$ cat src/rtl/regwr_if.sv
// Port bundle between the register-file write arbiter and its two requesters.
// The slave side is the arbiter. The master side is the pipeline, the multi-cycle unit and the bench.
interface regwr_if;
    logic        a_valid;
    logic [4:0]  a_reg;
    logic [31:0] a_data;
    logic        b_valid;
    logic        b_ready;
    logic [4:0]  b_reg;
    logic [31:0] b_data;
    logic        regwrite;
    logic [4:0]  regtowrite;
    logic [31:0] datatowrite;
    logic        buf_valid;
    logic [4:0]  buf_reg;
    logic [31:0] buf_data;
    logic        stall_req;

    modport slave (
        input  a_valid, a_reg, a_data, b_valid, b_reg, b_data,
        output b_ready, regwrite, regtowrite, datatowrite,
               buf_valid, buf_reg, buf_data, stall_req
    );

    modport master (
        output a_valid, a_reg, a_data, b_valid, b_reg, b_data,
        input  b_ready, regwrite, regtowrite, datatowrite,
               buf_valid, buf_reg, buf_data, stall_req
    );
endinterface

$ cat src/rtl/regwr_arb.sv
// Shares the register file's single write port between pipeline writeback (A, always wins)
// and a multi-cycle result source (B, one-entry holding buffer with starvation stall request).
module regwr_arb #(
    parameter int STARVE_LIMIT = 4
) (
    input  logic    clk,
    input  logic    rst_n,
    regwr_if.slave  bus
);
    localparam logic [3:0] LIMIT = 4'(STARVE_LIMIT);

    logic        regwrite_reg, regwrite_next;
    logic [4:0]  regtowrite_reg, regtowrite_next;
    logic [31:0] datatowrite_reg, datatowrite_next;
    logic        buf_valid_reg, buf_valid_next;
    logic [4:0]  buf_dst_reg, buf_dst_next;
    logic [31:0] buf_data_reg, buf_data_next;
    logic [3:0]  starve_cnt_reg, starve_cnt_next;
    logic        stall_reg, stall_next;

    logic a_eff, drain, kill, accept, load;

    always_comb begin
        a_eff  = bus.a_valid & (bus.a_reg != 5'd0);
        drain  = buf_valid_reg & ~a_eff;
        // A younger A write to the same register makes the buffered B result dead.
        kill   = buf_valid_reg & a_eff & (bus.a_reg == buf_dst_reg);
        accept = bus.b_valid & (~buf_valid_reg | drain);
        load   = accept & (bus.b_reg != 5'd0);
    end

    always_comb begin
        regwrite_next    = 1'b0;
        regtowrite_next  = regtowrite_reg;
        datatowrite_next = datatowrite_reg;
        buf_valid_next   = buf_valid_reg;
        buf_dst_next     = buf_dst_reg;
        buf_data_next    = buf_data_reg;
        starve_cnt_next  = starve_cnt_reg;

        if (a_eff) begin
            regwrite_next    = 1'b1;
            regtowrite_next  = bus.a_reg;
            datatowrite_next = bus.a_data;
        end else if (buf_valid_reg) begin
            regwrite_next    = 1'b1;
            regtowrite_next  = buf_dst_reg;
            datatowrite_next = buf_data_reg;
        end

        if (load) begin
            buf_valid_next = 1'b1;
            buf_dst_next   = bus.b_reg;
            buf_data_next  = bus.b_data;
        end else if (drain | kill) begin
            buf_valid_next = 1'b0;
        end

        if (drain | kill) begin
            starve_cnt_next = 4'd0;
        end else if (buf_valid_reg & a_eff & (starve_cnt_reg < LIMIT)) begin
            starve_cnt_next = starve_cnt_reg + 4'd1;
        end

        // Stall holds until the buffer actually empties, even across a drain-and-refill.
        stall_next = buf_valid_next & (stall_reg | (starve_cnt_next == LIMIT));
    end

    always_ff @(posedge clk or negedge rst_n) begin
        if (!rst_n) begin
            regwrite_reg    <= 1'b0;
            regtowrite_reg  <= 5'd0;
            datatowrite_reg <= 32'd0;
            buf_valid_reg   <= 1'b0;
            buf_dst_reg     <= 5'd0;
            buf_data_reg    <= 32'd0;
            starve_cnt_reg  <= 4'd0;
            stall_reg       <= 1'b0;
        end else begin
            regwrite_reg    <= regwrite_next;
            regtowrite_reg  <= regtowrite_next;
            datatowrite_reg <= datatowrite_next;
            buf_valid_reg   <= buf_valid_next;
            buf_dst_reg     <= buf_dst_next;
            buf_data_reg    <= buf_data_next;
            starve_cnt_reg  <= starve_cnt_next;
            stall_reg       <= stall_next;
        end
    end

    assign bus.b_ready     = ~buf_valid_reg | drain;
    assign bus.regwrite    = regwrite_reg;
    assign bus.regtowrite  = regtowrite_reg;
    assign bus.datatowrite = datatowrite_reg;
    assign bus.buf_valid   = buf_valid_reg;
    assign bus.buf_reg     = buf_dst_reg;
    assign bus.buf_data    = buf_data_reg;
    assign bus.stall_req   = stall_reg;
endmodule

$ cat src/flat_wrapper.sv
// flat-port wrapper written by rule: the top's interface ports become plain ports
module regwr_arb_flat 
#(
    parameter int STARVE_LIMIT = 4
)
  (clk, rst_n, bus_a_valid, bus_a_reg, bus_a_data, bus_b_valid, bus_b_reg, bus_b_data, bus_b_ready, bus_regwrite, bus_regtowrite, bus_datatowrite, bus_buf_valid, bus_buf_reg, bus_buf_data, bus_stall_req);
  regwr_if bus_i ();
  input  logic clk;
  input  logic rst_n;
  input wire logic [$bits(bus_i.a_valid)-1:0] bus_a_valid;
  input wire logic [$bits(bus_i.a_reg)-1:0] bus_a_reg;
  input wire logic [$bits(bus_i.a_data)-1:0] bus_a_data;
  input wire logic [$bits(bus_i.b_valid)-1:0] bus_b_valid;
  input wire logic [$bits(bus_i.b_reg)-1:0] bus_b_reg;
  input wire logic [$bits(bus_i.b_data)-1:0] bus_b_data;
  output wire logic [$bits(bus_i.b_ready)-1:0] bus_b_ready;
  output wire logic [$bits(bus_i.regwrite)-1:0] bus_regwrite;
  output wire logic [$bits(bus_i.regtowrite)-1:0] bus_regtowrite;
  output wire logic [$bits(bus_i.datatowrite)-1:0] bus_datatowrite;
  output wire logic [$bits(bus_i.buf_valid)-1:0] bus_buf_valid;
  output wire logic [$bits(bus_i.buf_reg)-1:0] bus_buf_reg;
  output wire logic [$bits(bus_i.buf_data)-1:0] bus_buf_data;
  output wire logic [$bits(bus_i.stall_req)-1:0] bus_stall_req;
  assign bus_i.a_valid = bus_a_valid;
  assign bus_i.a_reg = bus_a_reg;
  assign bus_i.a_data = bus_a_data;
  assign bus_i.b_valid = bus_b_valid;
  assign bus_i.b_reg = bus_b_reg;
  assign bus_i.b_data = bus_b_data;
  assign bus_b_ready = bus_i.b_ready;
  assign bus_regwrite = bus_i.regwrite;
  assign bus_regtowrite = bus_i.regtowrite;
  assign bus_datatowrite = bus_i.datatowrite;
  assign bus_buf_valid = bus_i.buf_valid;
  assign bus_buf_reg = bus_i.buf_reg;
  assign bus_buf_data = bus_i.buf_data;
  assign bus_stall_req = bus_i.stall_req;
  regwr_arb #(.STARVE_LIMIT(STARVE_LIMIT)) u_core (.clk(clk), .rst_n(rst_n), .bus(bus_i));
endmodule
$ cat config.mk
export PLATFORM = sky130hd
export DESIGN_NAME = regwr_arb_flat
export DESIGN_NICKNAME = d
export VERILOG_FILES = /design/src/rtl/regwr_if.sv /design/src/rtl/regwr_arb.sv /design/src/flat_wrapper.sv
export SDC_FILE = /design/constraint.sdc
export NUM_CORES = 1
export LEC_CHECK = 0
export CAP_MARGIN = 20
export CORE_ASPECT_RATIO = 0.75
export CORE_UTILIZATION = 38
export DETAILED_ROUTE_END_ITERATION = 10
export GPL_ROUTABILITY_DRIVEN = 0
export MAX_ROUTING_LAYER = met4
export PLACE_DENSITY = 0.77
export SYNTH_ARGS = -nofsm -noshare
export SYNTH_HDL_FRONTEND = slang
export SYNTH_SLANG_ARGS = --single-unit
$ cat constraint.sdc
create_clock -name clk -period 1.5 [get_ports clk]
set_input_delay 0.15 -clock clk [delete_from_list [all_inputs] [get_ports clk]]
set_output_delay 0.15 -clock clk [all_outputs]
set_load 0.01 [all_outputs]
==> results of run 1 <==
worst min path at each step:
| stage | cells after the start | slack [ps] | end |
|---|---|---|---|
| finish | 2 | 80 | u_core.bus.buf_reg[0] |
| global route | 2 | 90 | u_core.bus.buf_reg[0] |
| CTS | 2 | 70 | u_core.bus.buf_reg[0] |
| detailed placement | 1 | 110 | u_core.bus.regtowrite[4] |
| global placement | 1 | 100 | u_core.bus.regtowrite[4] |
| floorplan | 0 | -150 | u_core.bus.buf_data[0] |
layer usage:
metal | vias to the layer above | wire, µm | track usage (%) | part of all wire [%]
met3 | 5 | 609 | 5.99 | 5.7
met5 | - | 0 | - | 0
met4 | 0 | 48 | 4.48 | 0.45
met1 | 1490 | 5000 | 30.7 | 47
met2 | 104 | 4960 | 36.9 | 47
li1 | 1368 | - | - | -
metrics by stage:
| step | setup slack, ps | instance area (µm²) | TNS [ps] | hold WS, ps |
|---|---|---|---|---|
| after floorplan | -247 | 3490 | -7250 | -146 |
| after global routing | -126 | 6060 | -4130 | 89.2 |
| after detailed placement | -820 | 5320 | -54090 | 111 |
| final | -116 | 6060 | -3330 | 78.1 |
| after CTS | -145 | 6010 | -3050 | 65.8 |
| after global placement | -772 | 5320 | -50120 | 105 |
cell usage after synthesis (2+ instances only):
| library cell | instances | area share (%) |
|---|---|---|
| dfrtp_1 | 81 | 59 |
| o21ai_0 | 39 | 5.6 |
| mux2i_1 | 38 | 11 |
| nand2_1 | 38 | 4.1 |
| mux2_1 | 19 | 6.2 |
| mux2_2 | 17 | 5.5 |
| clkbuf_1 | 12 | 1.3 |
| nor2_1 | 5 | 0.54 |
| buf_6 | 3 | 0.98 |
| inv_1 | 3 | 0.33 |
| xnor2_1 | 3 | 0.76 |
| xor2_1 | 3 | 0.76 |
| nand3_1 | 2 | 0.29 |
| nor3_1 | 2 | 0.29 |
| or4_1 | 2 | 0.43 |
what timing repair did:
| item | 4_1_cts | 5_1_grt |
|---|---|---|
| buffers inserted | 11 | 2 |
| cloned | 4 | 2 |
| endpoints found under the setup margin | 83 | 67 |
| resized for setup | 85 | 14 |
| hold buffers | 1 | 0 |
| endpoints found under the hold margin | 27 | 0 |
| pin swaps | 6 | 5 |
cell type report:
type                       count  area (µm²)  share of cell area [%]
clock buffer                  11         233                    3.84
clock inverter                 5         104                    1.71
inverter                       3        11.3                   0.186
multi-input combinational    180        1500                    24.8
sequential                    81        2030                    33.5
tap                          108         135                    2.23
timing repair buffer         198        2040                    33.7
cell families (layout without fill, tap and decap cells):
logic type / after synthesis / count (layout) / share of synthesized area [%]
and+or+nand+nor: 52 / 52 / 6.25
adders and majority gates: 1 / 1 / 0.361
DFF: 81 / 81 / 58.5
AOI/OAI and AO/OA: 47 / 47 / 7.73
buffers and inverters: 20 / 217 / 2.96
xor gates and xnor gates: 6 / 6 / 1.52
muxes: 74 / 74 / 22.7
power by group:
| group | switching [µW] | total, µW | internal [µW] |
|---|---|---|---|
| Combinational | 865 | 2240 | 1380 |
| Sequential | 281 | 2820 | 2540 |
| Clock | 859 | 2490 | 1630 |
worst register-to-register path: stages, from the launching register on:
cell and delay, ps:
dfrtp_2 470, inv_1 120, or3_1 430, o22ai_4 140, nor2_2 60, o211a_1 190
==> impl_metrics.tcl, run 1 <==
set metrics [dict create \
    outcome "finished, violations left" \
    violations "DRC, setup timing" \
    r2r_end "u_core.bus.stall_req" \
    yosys_warnings 0 \
    r2r_cells 5 \
    nFillCells 635 \
    startpoint "bus_a_reg[3]" \
    place.port_buffers 155 \
    finClkSkew_ps 10.5 \
    grt_use_total_pct 23.4 \
    dp.cells 555 \
    r2r-start "u_core.bus.buf_valid" \
    most-common-layout-cells "clkdlybuf4s50_1 (142), dfrtp_1 (79), mux2i_1 (38), nand2_1 (37), o21ai_0 (33)" \
    synth_seq_cells 81 \
    ys_types 29 \
    fin_ws_ps -116 \
    synth_edf_count 0 \
    drive_gt1_share_pct 23.6 \
    die_x_um 112 \
    die_h_um 84.7 \
    grt_overflow 0 \
    syn_avg_cell_area_um2 12.3 \
    insertedDiodeCount 0 \
    start_util_pct 40.1 \
    irDropWorstVdd_mv 0.691 \
    tightest_slew_ps 414 \
    cp.depth 7 \
    dp_hpwl_mm 6.83 \
    cp.arrival_ps 1820 \
    cts_root_buf "clkbuf_16" \
    cp_common_cell "buf_12" \
    min-delay-start "bus_b_reg[0]" \
    crit_fanout 7 \
    clock-sinks 81 \
    layout_worst_path_cycle_share_pct 108 \
    grt_pass1_vias 3171 \
    clk_latency_ps 330 \
    critPathCapture "u_core.bus.buf_data[9]" \
    syn-num-nets 360 \
    dr.pass1.iters 7 \
    cts_tree "built" \
    routed_wirelength_mm 10.6 \
    drcViolationCount 10 \
    drtIter0Drc 118 \
    cp-end-kind "register" \
    fmax_mhz 619 \
    yosysSeqAreaShare_pct 58.5 \
    layout_commonest_cell "clkdlybuf4s50_1" \
    maxCapViolCount 0 \
    die_area_um2 9510 \
    cts_buffers 9 \
    power_density_nw_per_um2 1250 \
    post-route-util_pct 70.2 \
    crit_chain "buf_6 > or4_4 > o21a_4 > a21oi_4 > buf_12 > buf_12 > mux2_4" \
    p_leak_uw 0.00274 \
    clockBufferDepth 2 \
    clkTransAtPathRegs_ps 60 \
    worstHoldPathType "input pin to register" \
    routedWlPerCell_um 18.1 \
    drtAntennaViolNets 0 \
    path_class "input pin to register" \
    hold_violations 0 \
    grt_pass1_wl_mm 16.4 \
    htree_levels 3 \
    power_uw 7550 \
    fin_cells 586 \
    required_ps 1700 \
    path_buf_inv 3 \
    start_kind "input pin" \
    nNetsFinal 552 \
    critPathSlowestCell "or4_4" \
    critical-path-top-delay-family "simple AND/OR/NAND/NOR gates" \
    grt_start_max_net_pins 38 \
    vias 2967 \
    min_period_ps 1620 \
    via_per_inst 5.06 \
    rows 29 \
    area.growth.synth_to_final_pct 74.9 \
    r2r_slack_ps -30 \
    async_flop_share_pct 100 \
    synthCells 281 \
    num_io_pins 156 \
    final_max_slew_viol_count 0 \
    max_stage_delay_ps 540 \
    core_um2 8640 \
    syn_area_um2 3460 \
    rsz0062_at_grt "yes" \
    setup_viol 39 \
    ys.flop_type "dfrtp_1" \
    relSlewSlack_pct 72.4 \
    antenna_found_initial 0 \
]
Power figures use the tool's default switching activity.
==> run 2, diff against run 1 <==
- MAX_ROUTING_LAYER: met4 -> default
==> run 2 against run 1 <==
The run still ends with DRC, setup timing left. Register-to-register slack is essentially flat. Non-clock buffer count is the same. Clock power is essentially flat. Setup slack gained 4.9 ps. Clock-buffer cell count is the same. Via count shrank 0.13%. Global-route usage shrank 0.75 points. Sequential power is essentially flat. Highest routed layer unchanged.
==> impl_metrics.tcl, run 2 (synthesis results as in run 1) <==
set metrics [dict create \
    outcome "finished, violations left" \
    violations "DRC, setup timing" \
    grt.met2_usage_pct 36.9 \
    multiInputGateArea_um2 1500 \
    drcViolationCount 10 \
    fin_cells 586 \
    power_density_nw_per_um2 1250 \
    tightest_slew_ps 413 \
    grt_overflow 0 \
    place.port_buffers 155 \
    layout_worst_path_cycle_share_pct 107 \
    hold_violations 0 \
    drtIter0Drc 117 \
    routedWlPerCell_um 18.1 \
    die_h_um 84.7 \
    die_x_um 112 \
    irDropWorstVdd_mv 0.690 \
    cts_buffers 9 \
    die_area_um2 9510 \
    most-common-layout-cells "clkdlybuf4s50_1 (142), dfrtp_1 (79), mux2i_1 (38), nand2_1 (37), o21ai_0 (33)" \
    cp.arrival_ps 1820 \
    critPathSlowestCell "or4_4" \
    crit_chain "buf_6 > or4_4 > o21a_4 > a21oi_4 > buf_12 > buf_12 > mux2_4" \
    use_met1_pct 29.9 \
    finClkSkew_ps 10.8 \
    htree_levels 3 \
    clk_latency_ps 330 \
    clockBufferDepth 2 \
    grt_pass1_vias 3163 \
    core_um2 8640 \
    max_stage_delay_ps 540 \
    fmax_mhz 621 \
    clkTransAtPathRegs_ps 60 \
    final-seq-area_um2 2030 \
    maxCapViolCount 0 \
    setup_viol 39 \
    antenna_found_initial 0 \
    num_io_pins 156 \
    cp_common_cell "buf_12" \
    relSlewSlack_pct 72.5 \
    vias 2963 \
    p_leak_uw 0.00274 \
    worstHoldPathType "input pin to register" \
    routed_wirelength_mm 10.6 \
    cts_tree "built" \
    cp-end-kind "register" \
    drtAntennaViolNets 0 \
    nFillCells 635 \
    rsz0062_at_grt "yes" \
    required_ps 1710 \
    dp_hpwl_mm 6.83 \
    start_util_pct 40.1 \
    grt_pass1_wl_mm 16.4 \
    area.growth.synth_to_final_pct 74.9 \
    grt_start_max_net_pins 38 \
    dp.cells 555 \
    nNetsFinal 552 \
    grt_use_total_pct 22.6 \
    min_period_ps 1610 \
    top_usage_layer "met2" \
    insertedDiodeCount 0 \
    layout_commonest_cell "clkdlybuf4s50_1" \
    via_per_inst 5.06 \
    start_kind "input pin" \
    dr.pass1.iters 7 \
    path_class "input pin to register" \
    rows 29 \
    met3_usage_pct 7.15 \
    final_max_slew_viol_count 0 \
    post-place-ws_ps -820 \
    crit_fanout 7 \
    fin_ws_ps -111 \
    whs_ps 78.8 \
    clock-sinks 81 \
    drive_gt1_share_pct 23.6 \
    cts_root_buf "clkbuf_16" \
]
==> run 2: cell counts in the layout (fill, tap and decap cells not counted) <==
Identical to the previous run, type by type.
==> run 2: final cells by class <==
class / instances / share of cell area, %
tap: 108 / 2.23
sequential: 81 / 33.5
clock buffer: 11 / 3.84
multi-input combinational: 180 / 24.8
timing repair buffer: 198 / 33.7
clock inverter: 5 / 1.71
inverter: 3 / 0.186
==> run 2: final timing paths <==
| path | from | endpoint | slack [ps] | depth (start not counted) |
|---|---|---|---|---|
| max in group asynchronous | rst_n | u_core.bus.datatowrite[1] | 610 | 3 |
| min in group asynchronous | rst_n | u_core.bus.regtowrite[4] | 320 | 2 |
| min | bus_b_reg[0] | u_core.bus.buf_reg[0] | 80 | 2 |
| min reg2reg | u_core.bus.buf_data[2] | u_core.bus.buf_data[2] | 530 | 1 |
| max reg2reg | u_core.bus.buf_valid | u_core.bus.stall_req | -30 | 5 |
| max | bus_a_reg[3] | u_core.bus.buf_data[9] | -110 | 7 |
==> run 2: report_power, final <==
group	internal (µW)	total [µW]	switching, µW
Clock	1630	2490	858
Sequential	2540	2820	281
Combinational	1380	2240	863
Total	5550	7550	2000
==> run 2: repair_timing <==
item,in CTS,in global routing
pin swaps,6,5
setup endpoints to repair,83,67
setup buffers,11,2
gates cloned,4,2
hold buffers,1,0
endpoints found under the hold margin,27,0
resized for setup,85,14
==> run 2: critical path, delay by kind of cell <==
family / cells / cell delay [ps]
multiplexers: 1 / 300
buffers and inverters: 3 / 380
AO/OA/AOI/OAI: 2 / 430
AND/OR/NAND/NOR: 1 / 540
==> run 2: per-layer routing <==
layer,vias to the layer above,part of all wire (%)
met5,-,0
met4,0,0.43
met3,5,6.7
met2,106,47
met1,1485,46
li1,1367,-
==> run 2: per-stage QoR <==
| stage | TNS, ps | instance area (µm²) | power (µW) | utilization (%) |
|---|---|---|---|---|
| after detailed placement | -54090 | 5320 | 4800 | 61.6 |
| after global routing | -4130 | 6060 | 7870 | 70.2 |
| after CTS | -3050 | 6010 | 7540 | 69.6 |
| after global placement | -50120 | 5320 | 4740 | 61.6 |
| final | -3180 | 6060 | 7550 | 70.2 |
| after floorplan | -7250 | 3490 | 3620 | - |
==> run 3, diff against run 2 <==
- CORE_UTILIZATION: 38 -> 42
- PLACE_DENSITY: 0.77 -> 0.81
- clock period: 1.5 -> 1.6 ns (I/O delays scaled with it)
==> run 3 against run 2 <==
The flow finishes with violations (setup timing). Via count fell by 1.9%. Design area fell by 2.4%. Sequential cell count did not move. Die area fell by 9.3%. Largest cell class is now flip-flops and latches. Highest routed layer unchanged.
==> impl_metrics.tcl, run 3 (synthesis results as in run 1) <==
set metrics [dict create \
    htree_levels 3 \
    drtAntennaViolNets 0 \
    relSlewSlack_pct 71.5 \
    routedWlPerCell_um 17.3 \
    outcome "finished, violations left" \
    layout_worst_path_cycle_share_pct 105 \
    antenna_found_initial 0 \
    vias 2907 \
    die_area_um2 8620 \
    worstHoldPathType "input pin to register" \
    nNetsFinal 550 \
    routed_wirelength_mm 10.1 \
    num_io_pins 156 \
    cts_tree "built" \
    die_x_um 107 \
    holdPathStages 2 \
    grt_start_max_net_pins 69 \
    r2r-start "u_core.bus.buf_valid" \
    r2r_slack_ps 10 \
    p_leak_uw 0.00271 \
    r2r_cells 6 \
    min_period_ps 1670 \
    cts_buffers 9 \
    rsz0062_at_grt "yes" \
    power_density_nw_per_um2 1130 \
    clk_latency_ps 350 \
    place.port_buffers 155 \
    rows 28 \
    min_to "u_core.bus.buf_reg[4]" \
    grt_pass1_vias 2949 \
    fmax_mhz 597 \
    whs_ps 56.8 \
    dp_hpwl_mm 6.58 \
    fin_ws_ps -74.5 \
    core_um2 7950 \
    path_class "input pin to register" \
    tightest_slew_ps 428 \
    startpoint "bus_a_reg[1]" \
    clockBufferDepth 2 \
    via_per_inst 5.00 \
    die_h_um 80.7 \
    clock-sinks 81 \
    drive_gt1_share_pct 20.6 \
    finClkSkew_ps 11.8 \
    power_uw 6690 \
    r2r_end "u_core.bus.buf_data[31]" \
    min-delay-start "bus_b_reg[4]" \
    cp.arrival_ps 1910 \
    hold_violations 0 \
    insertedDiodeCount 0 \
    drcViolationCount 0 \
    maxCapViolCount 0 \
    grt_use_total_pct 25.2 \
    start_kind "input pin" \
    violations "setup timing" \
    grt_pass1_wl_mm 15.9 \
    irDropWorstVdd_mv 0.612 \
    area.growth.synth_to_final_pct 70.7 \
    drtIter0Drc 95 \
    setup_viol 28 \
    most-common-layout-cells "clkdlybuf4s50_1 (142), dfrtp_1 (80), mux2i_1 (38), nand2_1 (38), o21ai_0 (38)" \
    dr.pass1.iters 4 \
    final_max_slew_viol_count 0 \
    required_ps 1840 \
    clkTransAtPathRegs_ps 90 \
    cp-end-kind "register" \
    cts_root_buf "clkbuf_8" \
    start_util_pct 43.6 \
    grt_overflow 0 \
    layout_commonest_cell "clkdlybuf4s50_1" \
    crit_fanout 5 \
]
-- run 3: cell count changes in the layout (fill, tap and decap cells not counted), moves of 2 or more --
cell,before,now
buf_12,7,3
clkbuf_16,11,0
buf_6,5,8
mux2_1,1,8
mux2_2,6,0
dlymetal6s2s_1,0,2
buf_16,3,5
o21ai_1,5,1
clkbuf_8,0,10
clkbuf_1,2,0
o21ai_0,33,38
-- run 3: layer usage --
metal,vias to the layer above,share of wire (%),global-route usage (%)
li1,1364,-,-
met1,1429,45,32.9
met2,110,47,40.6
met3,4,7.4,8.12
met4,0,0.59,6.16
met5,-,0,0
-- run 3: area by class of cell --
type / count / area, µm²
repair buffers: 196 / 2010
well taps: 105 / 131
clock inverters: 6 / 138
inverters: 3 / 11.3
clock buffers: 10 / 138
multi-input cells: 180 / 1460
fillers: 531 / 2040
flip-flops and latches: 81 / 2030
-- run 3: worst max path at each step --
stage,end
2_1_floorplan,u_core.bus.buf_data[14]
3_3_place_gp,u_core.bus.buf_data[11]
3_5_place_dp,u_core.bus.buf_data[11]
4_1_cts,u_core.bus.buf_data[2]
5_1_grt,u_core.bus.buf_data[27]
6_report,u_core.bus.buf_data[31]
-- run 3: worst max-delay path, cell delays in order --
cell	delay, ps
buf_6	90
or4_4	550
o21a_4	250
a21oi_4	150
buf_6	150
buf_8	130
buf_16	120
mux2_4	300
-- run 3: where the power goes --
part	leakage (µW)	internal, µW	total [µW]	switching (µW)
Clock	0.000137	1250	2000	757
Sequential	0.000968	2380	2630	255
Combinational	0.00160	1270	2060	789
-- run 3: what timing repair did --
| action | in CTS | in global routing |
|---|---|---|
| pin swaps | 5 | 3 |
| gates resized for setup | 62 | 17 |
| endpoints found under the hold margin | 26 | 0 |
| hold buffers | 1 | 0 |
| setup buffers | 11 | 1 |
| setup endpoints to repair | 82 | 34 |
| cloned | 5 | 0 |
-- run 3: stage by stage --
step / util, % / instances / instance area (µm²) / setup TNS [ps] / setup slack (ps)
after CTS: 73.7 / 581 / 5860 / -1120 / -60.8
after floorplan: - / 281 / 3470 / -3830 / -157
after detailed placement: 66.6 / 549 / 5290 / -47970 / -704
final: 74.4 / 581 / 5910 / -999 / -74.5
after global placement: 66.6 / 549 / 5290 / -44710 / -651
after global routing: 74.4 / 581 / 5910 / -1210 / -76.8
